$ cat src/rtl/shim_spi_cfg_sync_if.sv
// Config/status bundle between the AXI config register block and the SPI-domain config shim.
// The master drives the raw AXI-domain config; the slave returns the settled SPI-domain copies.
interface shim_spi_cfg_sync_if;
  logic        spi_en;
  logic        integ_en;
  logic [14:0] integ_thresh_avg;
  logic [31:0] integ_window;
  logic [7:0]  dac_n_cs_high_time;
  logic [7:0]  adc_n_cs_high_time;

  logic        spi_en_stable;
  logic        integ_en_stable;
  logic [14:0] integ_thresh_avg_stable;
  logic [31:0] integ_window_stable;
  logic [7:0]  dac_n_cs_high_time_stable;
  logic [7:0]  adc_n_cs_high_time_stable;
  logic        cfg_locked;
  logic        cfg_change_err;

  modport master (
    output spi_en,
    output integ_en,
    output integ_thresh_avg,
    output integ_window,
    output dac_n_cs_high_time,
    output adc_n_cs_high_time,
    input  spi_en_stable,
    input  integ_en_stable,
    input  integ_thresh_avg_stable,
    input  integ_window_stable,
    input  dac_n_cs_high_time_stable,
    input  adc_n_cs_high_time_stable,
    input  cfg_locked,
    input  cfg_change_err
  );

  modport slave (
    input  spi_en,
    input  integ_en,
    input  integ_thresh_avg,
    input  integ_window,
    input  dac_n_cs_high_time,
    input  adc_n_cs_high_time,
    output spi_en_stable,
    output integ_en_stable,
    output integ_thresh_avg_stable,
    output integ_window_stable,
    output dac_n_cs_high_time_stable,
    output adc_n_cs_high_time_stable,
    output cfg_locked,
    output cfg_change_err
  );
endinterface

$ cat src/rtl/shim_spi_cfg_sync.sv
// Carries AXI-domain SPI configuration into the spi_clk domain: per-field synchronizers,
// per-field stability filters and a lock FSM that freezes config while the SPI system runs.
module shim_spi_cfg_sync #(
  parameter int unsigned DEPTH        = 3,
  parameter int unsigned STABLE_COUNT = 2
) (
  input logic                spi_clk,
  input logic                spi_resetn,
  shim_spi_cfg_sync_if.slave cfg
);

  localparam int unsigned NumFields = 6;
  localparam int unsigned BusW      = 65;
  localparam int unsigned CntW      = $clog2(STABLE_COUNT + 1);
  localparam logic [CntW-1:0] CntMax = CntW'(STABLE_COUNT);

  // Packed bus layout: {adc[64:57], dac[56:49], window[48:17], thresh[16:2], integ_en[1], spi_en[0]}
  localparam logic [BusW-1:0] MaskSpiEn   = {{(BusW - 1){1'b0}}, 1'b1};
  localparam logic [BusW-1:0] MaskIntegEn = {{(BusW - 2){1'b0}}, 1'b1, 1'b0};
  localparam logic [BusW-1:0] MaskThresh  = {{(BusW - 17){1'b0}}, {15{1'b1}}, 2'b00};
  localparam logic [BusW-1:0] MaskWindow  = {{(BusW - 49){1'b0}}, {32{1'b1}}, 17'd0};
  localparam logic [BusW-1:0] MaskDac     = {{(BusW - 57){1'b0}}, 8'hff, 49'd0};
  localparam logic [BusW-1:0] MaskAdc     = {8'hff, 57'd0};
  localparam logic [BusW-1:0] FieldMask [NumFields] = '{
    MaskSpiEn, MaskIntegEn, MaskThresh, MaskWindow, MaskDac, MaskAdc
  };

  typedef enum logic [0:0] {
    StUnlocked,
    StLocked
  } state_e;

  logic [BusW-1:0]      in_bus;
  logic [BusW-1:0]      sync_q [DEPTH];
  logic [BusW-1:0]      sync;
  logic [BusW-1:0]      sync_nxt;
  logic [CntW-1:0]      cnt_q [NumFields];
  logic [CntW-1:0]      cnt_d [NumFields];
  logic [NumFields-1:0] settled;
  logic [NumFields-1:0] mismatch;
  logic [BusW-1:1]      load_mask;
  logic                 en_settled_hi;
  logic                 en_settled_lo;
  logic                 cfg_all_settled;

  state_e               state_q;
  logic [BusW-1:1]      cfg_q;
  logic                 spi_en_stable_q;
  logic                 cfg_locked_q;
  logic                 cfg_change_err_q;

  assign in_bus = {cfg.adc_n_cs_high_time, cfg.dac_n_cs_high_time, cfg.integ_window,
                   cfg.integ_thresh_avg, cfg.integ_en, cfg.spi_en};

  // sync_nxt is the value the last stage takes on this edge; comparing against it lets the
  // counter restart on the same edge the synchronized word changes.
  assign sync     = sync_q[DEPTH-1];
  assign sync_nxt = sync_q[DEPTH-2];

  always_comb begin
    cnt_d     = cnt_q;
    settled   = '0;
    mismatch  = '0;
    load_mask = '0;
    for (int unsigned i = 0; i < NumFields; i++) begin
      settled[i] = (cnt_q[i] == CntMax);
      if (|((sync ^ sync_nxt) & FieldMask[i])) begin
        cnt_d[i] = '0;
      end else if (cnt_q[i] != CntMax) begin
        cnt_d[i] = cnt_q[i] + 1'b1;
      end
      if (i != 0 && settled[i]) begin
        mismatch[i] = |((sync[BusW-1:1] ^ cfg_q) & FieldMask[i][BusW-1:1]);
        load_mask   = load_mask | FieldMask[i][BusW-1:1];
      end
    end
  end

  assign en_settled_hi   = settled[0] & sync[0];
  assign en_settled_lo   = settled[0] & ~sync[0];
  assign cfg_all_settled = &settled[NumFields-1:1];

  always_ff @(posedge spi_clk) begin
    if (!spi_resetn) begin
      for (int unsigned i = 0; i < DEPTH; i++) begin
        sync_q[i] <= '0;
      end
      for (int unsigned i = 0; i < NumFields; i++) begin
        cnt_q[i] <= '0;
      end
    end else begin
      sync_q[0] <= in_bus;
      for (int unsigned i = 1; i < DEPTH; i++) begin
        sync_q[i] <= sync_q[i-1];
      end
      for (int unsigned i = 0; i < NumFields; i++) begin
        cnt_q[i] <= cnt_d[i];
      end
    end
  end

  // Status outputs follow the state one edge later so they change with the config they guard.
  always_ff @(posedge spi_clk) begin
    if (!spi_resetn) begin
      state_q          <= StUnlocked;
      cfg_q            <= '0;
      spi_en_stable_q  <= 1'b0;
      cfg_locked_q     <= 1'b0;
      cfg_change_err_q <= 1'b0;
    end else begin
      spi_en_stable_q <= (state_q == StLocked);
      cfg_locked_q    <= (state_q == StLocked);
      unique case (state_q)
        StUnlocked: begin
          cfg_q            <= (cfg_q & ~load_mask) | (sync[BusW-1:1] & load_mask);
          cfg_change_err_q <= 1'b0;
          if (en_settled_hi && cfg_all_settled) begin
            state_q <= StLocked;
          end
        end
        StLocked: begin
          if (en_settled_lo) begin
            state_q          <= StUnlocked;
            cfg_change_err_q <= 1'b0;
          end else if (|mismatch) begin
            cfg_change_err_q <= 1'b1;
          end
        end
        default: begin
          state_q <= StUnlocked;
        end
      endcase
    end
  end

  assign cfg.spi_en_stable             = spi_en_stable_q;
  assign cfg.integ_en_stable           = cfg_q[1];
  assign cfg.integ_thresh_avg_stable   = cfg_q[16:2];
  assign cfg.integ_window_stable       = cfg_q[48:17];
  assign cfg.dac_n_cs_high_time_stable = cfg_q[56:49];
  assign cfg.adc_n_cs_high_time_stable = cfg_q[64:57];
  assign cfg.cfg_locked                = cfg_locked_q;
  assign cfg.cfg_change_err            = cfg_change_err_q;

endmodule

$ cat src/flat_wrapper.sv
// flat-port wrapper written by rule: the top's interface ports become plain ports
module shim_spi_cfg_sync_flat 
#(
  parameter int unsigned DEPTH        = 3,
  parameter int unsigned STABLE_COUNT = 2
)
  (spi_clk, spi_resetn, cfg_spi_en, cfg_integ_en, cfg_integ_thresh_avg, cfg_integ_window, cfg_dac_n_cs_high_time, cfg_adc_n_cs_high_time, cfg_spi_en_stable, cfg_integ_en_stable, cfg_integ_thresh_avg_stable, cfg_integ_window_stable, cfg_dac_n_cs_high_time_stable, cfg_adc_n_cs_high_time_stable, cfg_cfg_locked, cfg_cfg_change_err);
  shim_spi_cfg_sync_if cfg_i ();
  input logic spi_clk;
  input logic spi_resetn;
  input wire logic [$bits(cfg_i.spi_en)-1:0] cfg_spi_en;
  input wire logic [$bits(cfg_i.integ_en)-1:0] cfg_integ_en;
  input wire logic [$bits(cfg_i.integ_thresh_avg)-1:0] cfg_integ_thresh_avg;
  input wire logic [$bits(cfg_i.integ_window)-1:0] cfg_integ_window;
  input wire logic [$bits(cfg_i.dac_n_cs_high_time)-1:0] cfg_dac_n_cs_high_time;
  input wire logic [$bits(cfg_i.adc_n_cs_high_time)-1:0] cfg_adc_n_cs_high_time;
  output wire logic [$bits(cfg_i.spi_en_stable)-1:0] cfg_spi_en_stable;
  output wire logic [$bits(cfg_i.integ_en_stable)-1:0] cfg_integ_en_stable;
  output wire logic [$bits(cfg_i.integ_thresh_avg_stable)-1:0] cfg_integ_thresh_avg_stable;
  output wire logic [$bits(cfg_i.integ_window_stable)-1:0] cfg_integ_window_stable;
  output wire logic [$bits(cfg_i.dac_n_cs_high_time_stable)-1:0] cfg_dac_n_cs_high_time_stable;
  output wire logic [$bits(cfg_i.adc_n_cs_high_time_stable)-1:0] cfg_adc_n_cs_high_time_stable;
  output wire logic [$bits(cfg_i.cfg_locked)-1:0] cfg_cfg_locked;
  output wire logic [$bits(cfg_i.cfg_change_err)-1:0] cfg_cfg_change_err;
  assign cfg_i.spi_en = cfg_spi_en;
  assign cfg_i.integ_en = cfg_integ_en;
  assign cfg_i.integ_thresh_avg = cfg_integ_thresh_avg;
  assign cfg_i.integ_window = cfg_integ_window;
  assign cfg_i.dac_n_cs_high_time = cfg_dac_n_cs_high_time;
  assign cfg_i.adc_n_cs_high_time = cfg_adc_n_cs_high_time;
  assign cfg_spi_en_stable = cfg_i.spi_en_stable;
  assign cfg_integ_en_stable = cfg_i.integ_en_stable;
  assign cfg_integ_thresh_avg_stable = cfg_i.integ_thresh_avg_stable;
  assign cfg_integ_window_stable = cfg_i.integ_window_stable;
  assign cfg_dac_n_cs_high_time_stable = cfg_i.dac_n_cs_high_time_stable;
  assign cfg_adc_n_cs_high_time_stable = cfg_i.adc_n_cs_high_time_stable;
  assign cfg_cfg_locked = cfg_i.cfg_locked;
  assign cfg_cfg_change_err = cfg_i.cfg_change_err;
  shim_spi_cfg_sync #(.DEPTH(DEPTH), .STABLE_COUNT(STABLE_COUNT)) u_core (.spi_clk(spi_clk), .spi_resetn(spi_resetn), .cfg(cfg_i));
endmodule
$ cat config.mk
export PLATFORM = sky130hd
export DESIGN_NAME = shim_spi_cfg_sync_flat
export DESIGN_NICKNAME = d
export VERILOG_FILES = /design/src/rtl/shim_spi_cfg_sync_if.sv /design/src/rtl/shim_spi_cfg_sync.sv /design/src/flat_wrapper.sv
export SDC_FILE = /design/constraint.sdc
export NUM_CORES = 1
export LEC_CHECK = 0
export CORE_MARGIN = 3
export CORE_UTILIZATION = 25
export CTS_CLUSTER_DIAMETER = 100
export DETAILED_ROUTE_END_ITERATION = 10
export GPL_TIMING_DRIVEN = 0
export PLACE_DENSITY = 0.47
export SLEW_MARGIN = 40
export SYNTH_ARGS = -nofsm -noshare
export SYNTH_HDL_FRONTEND = slang
export SYNTH_SLANG_ARGS = --single-unit
$ cat constraint.sdc
create_clock -name spi_clk -period 1.7 [get_ports spi_clk]
set_input_delay 0.425 -clock spi_clk [delete_from_list [all_inputs] [get_ports spi_clk]]
set_output_delay 0.425 -clock spi_clk [all_outputs]
set_load 0.01 [all_outputs]
==> impl_metrics.env <==
export IMPL_status="finished clean"
export IMPL_synth_distinct_cells=27
export IMPL_drt_initial_drc_count=252
export IMPL_portBuffers=133
export IMPL_die_area_sq_um=40900
export IMPL_slew_viol_final=0
export IMPL_core_area_sq_um=37800
export IMPL_rsz0062_at_grt="no"
export IMPL_placement_rows=71
export IMPL_cp_slowest_cell="dfxtp_1"
export IMPL_gp_congestion=0.760
export IMPL_tightest_slew_ns=0.614
export IMPL_tritoncts="done"
export IMPL_slew_limit_headroom=0.591
export IMPL_synth_flop_cell="dfxtp_1"
export IMPL_ys_seq_elements=274
export IMPL_grt_pass1_vias=6565
export IMPL_drc_errors=0
export IMPL_area_growth_pct=31.4
export IMPL_hold_ws_ns=0.429
export IMPL_crit_path_start_kind="flip-flop"
export IMPL_synth_edf_count=0
export IMPL_cpPeakStageDelay_ns=0.38
export IMPL_crit_required_ns=1.27
export IMPL_final_cells=1630
export IMPL_grtUsageTotal=0.118
export IMPL_synth_mux_area_frac=0.00936
export IMPL_netlist_instances=931
export IMPL_synth_adder_area_share=0.00780
export IMPL_p_leak_nw=5.15
export IMPL_insertion_delay_ns=0.55
export IMPL_end_kind="output pin"
export IMPL_grt_overflow=0
export IMPL_crit_chain="dlygate4sd2_1"
export IMPL_htreeDepth=1
export IMPL_grt_pass1_wl_mm=37.7
export IMPL_dp_hpwl_mm=17.6
export IMPL_irDropWorstVdd_mv=0.595
export IMPL_hold_violations=0
export IMPL_finalSetupTns_ns=0
export IMPL_clock_root_buffer="clkbuf_16"
export IMPL_post_route_period_util=0.967
export IMPL_fmax_mhz=608
export IMPL_critPathBufInv=1
export IMPL_critPathMaxFanout=3
export IMPL_cts_setup_buffers=0
export IMPL_synthXorXnorAreaFrac=0.123
export IMPL_synth_warnings=0
export IMPL_antenna_left=0
export IMPL_vias_per_cell=3.91
export IMPL_syn_avg_cell_area_sq_um=10.3
export IMPL_io_pins=134
export IMPL_fin_util=0.335
export IMPL_post_place_cells=1575
export IMPL_grt_max_degree=15
export IMPL_fin_nets=1168
export IMPL_die_h_um=202
export IMPL_ctsHoldBuffers=0
export IMPL_setup_viol=0
export IMPL_synth_top_family_by_area="simple AND/OR/NAND/NOR gates"
export IMPL_dr_pass1_iters=4
export IMPL_synth_cell_area_sq_um=9620
export IMPL_cts_inserted_buffers=30
export IMPL_clk_pin_slew_worst_paths_ns=0.06
export IMPL_fin_worst_skew_ns=0.0106
export IMPL_p_per_area_nw_per_um2=1120
export IMPL_power_mw=14.2
export IMPL_initial_core_util=0.255
export IMPL_wl_mm=24.0
export IMPL_avgRoutedWirePerCell_um=14.7
export IMPL_cts_buffer_depth=3
export IMPL_arrival_ns=1.22
export IMPL_n_antenna_cell=0
export IMPL_drive_above_1_share=0.101
export IMPL_clock_sinks=274
export IMPL_seq_area_frac_synth=0.570
export IMPL_vias=6380
export IMPL_ys_async_sr_fraction=0
export IMPL_hold_class="reg -> reg"
export IMPL_fp_dieW_um=202
export IMPL_syn_nets=1004
export IMPL_crit_type="reg -> out"
export IMPL_synth_compound_area_share=0.0511
export IMPL_synthSimpleGateAreaFrac=0.217
export IMPL_critical_path_top_delay_family="flip-flops"
export IMPL_layout_min_cycle_time_ns=1.64
export IMPL_drv_cap=0
export IMPL_antenna_found_initial=0
[path summary, 6_finish.rpt]
check                           cells after the start                 start  slack, ns                           to
worst min register to register                      1  u_core.sync_q[0][21]       0.43         u_core.sync_q[0][86]
worst max-delay path                                1             flip-flop       0.06  cfg_integ_window_stable[21]
worst min-delay path                                1  u_core.sync_q[0][21]       0.43         u_core.sync_q[0][86]
worst max register to register                      5             flip-flop       0.08    u_core.cfg.cfg_change_err
[layout by cell type (no fill, tap or decap), drive strengths merged, types with 18 or more instances in the layout]
master and count:
xor2 61, clkbuf 83, nand4 22, xnor2 74
clkdlybuf4s50 66, a21boi 56, nand2 112, nor2 18
dlygate4sd2 44, dfxtp 274, and2 196
[synthesized netlist by cell type, types with 5 or more instances]
cell type / number / area (sq um)
dfxtp_1: 274 / 5490
and2_1: 196 / 1230
nand2_1: 112 / 420
xnor2_1: 74 / 648
xor2_1: 61 / 534
a21boi_0: 56 / 420
clkbuf_1: 34 / 128
nand4_1: 22 / 138
nor2_1: 18 / 67.6
nor2b_1: 14 / 87.6
nor4_1: 13 / 81.3
mux2i_1: 9 / 90.1
inv_1: 8 / 30.0
a21oi_1: 7 / 35.0
ha_1: 6 / 75.1
buf_2: 5 / 25.0
[stage by stage]
stage,setup slack [ns],area (sq um)
after detailed placement,-0.891,11600
after global placement,-0.956,11600
after global routing,0.000162,12600
final,0.0556,12600
after CTS,0.000849,12600
after floorplan,0.332,9620
[cells by family after synthesis]
family	after synthesis
AND/OR/NAND/NOR	387
flip-flops	274
XOR/XNOR	135
AO/OA/AOI/OAI	69
buffers and inverters	51
multiplexers	9
adder cells (fa/ha/maj)	6
[where the power goes]
group | internal (mW) | switching, mW
Clock | 4.05 | 2.61
Sequential | 6.64 | 0.122
Combinational | 0.416 | 0.329
[layer usage]
layer  global-route usage  wire [um]  vias to the layer above  share of wire
met4               0.0361        564                        0          0.024
met3               0.0267       1260                       32          0.053
met2                0.197      11100                      117           0.46
met5                    0          0                        -              0
met1                0.152      11100                     2946           0.46
li1                     -          -                     3285              -
[final cells by class]
type,instances,area [sq um]
fillers,3926,25100
flip-flops and latches,274,5520
multi-input cells,606,3980
repair buffers,133,1250
clock buffers,45,888
well taps,511,639
plain buffers,42,196
clock inverters,11,139
inverters,8,30.0
[what timing repair did]
action | 4_1_cts | 5_1_grt
gates cloned | 0 | 0
endpoints found under the setup margin | 194 | 74
resized for setup | 121 | 38
Note: power is estimated with default switching activity, not from simulation.
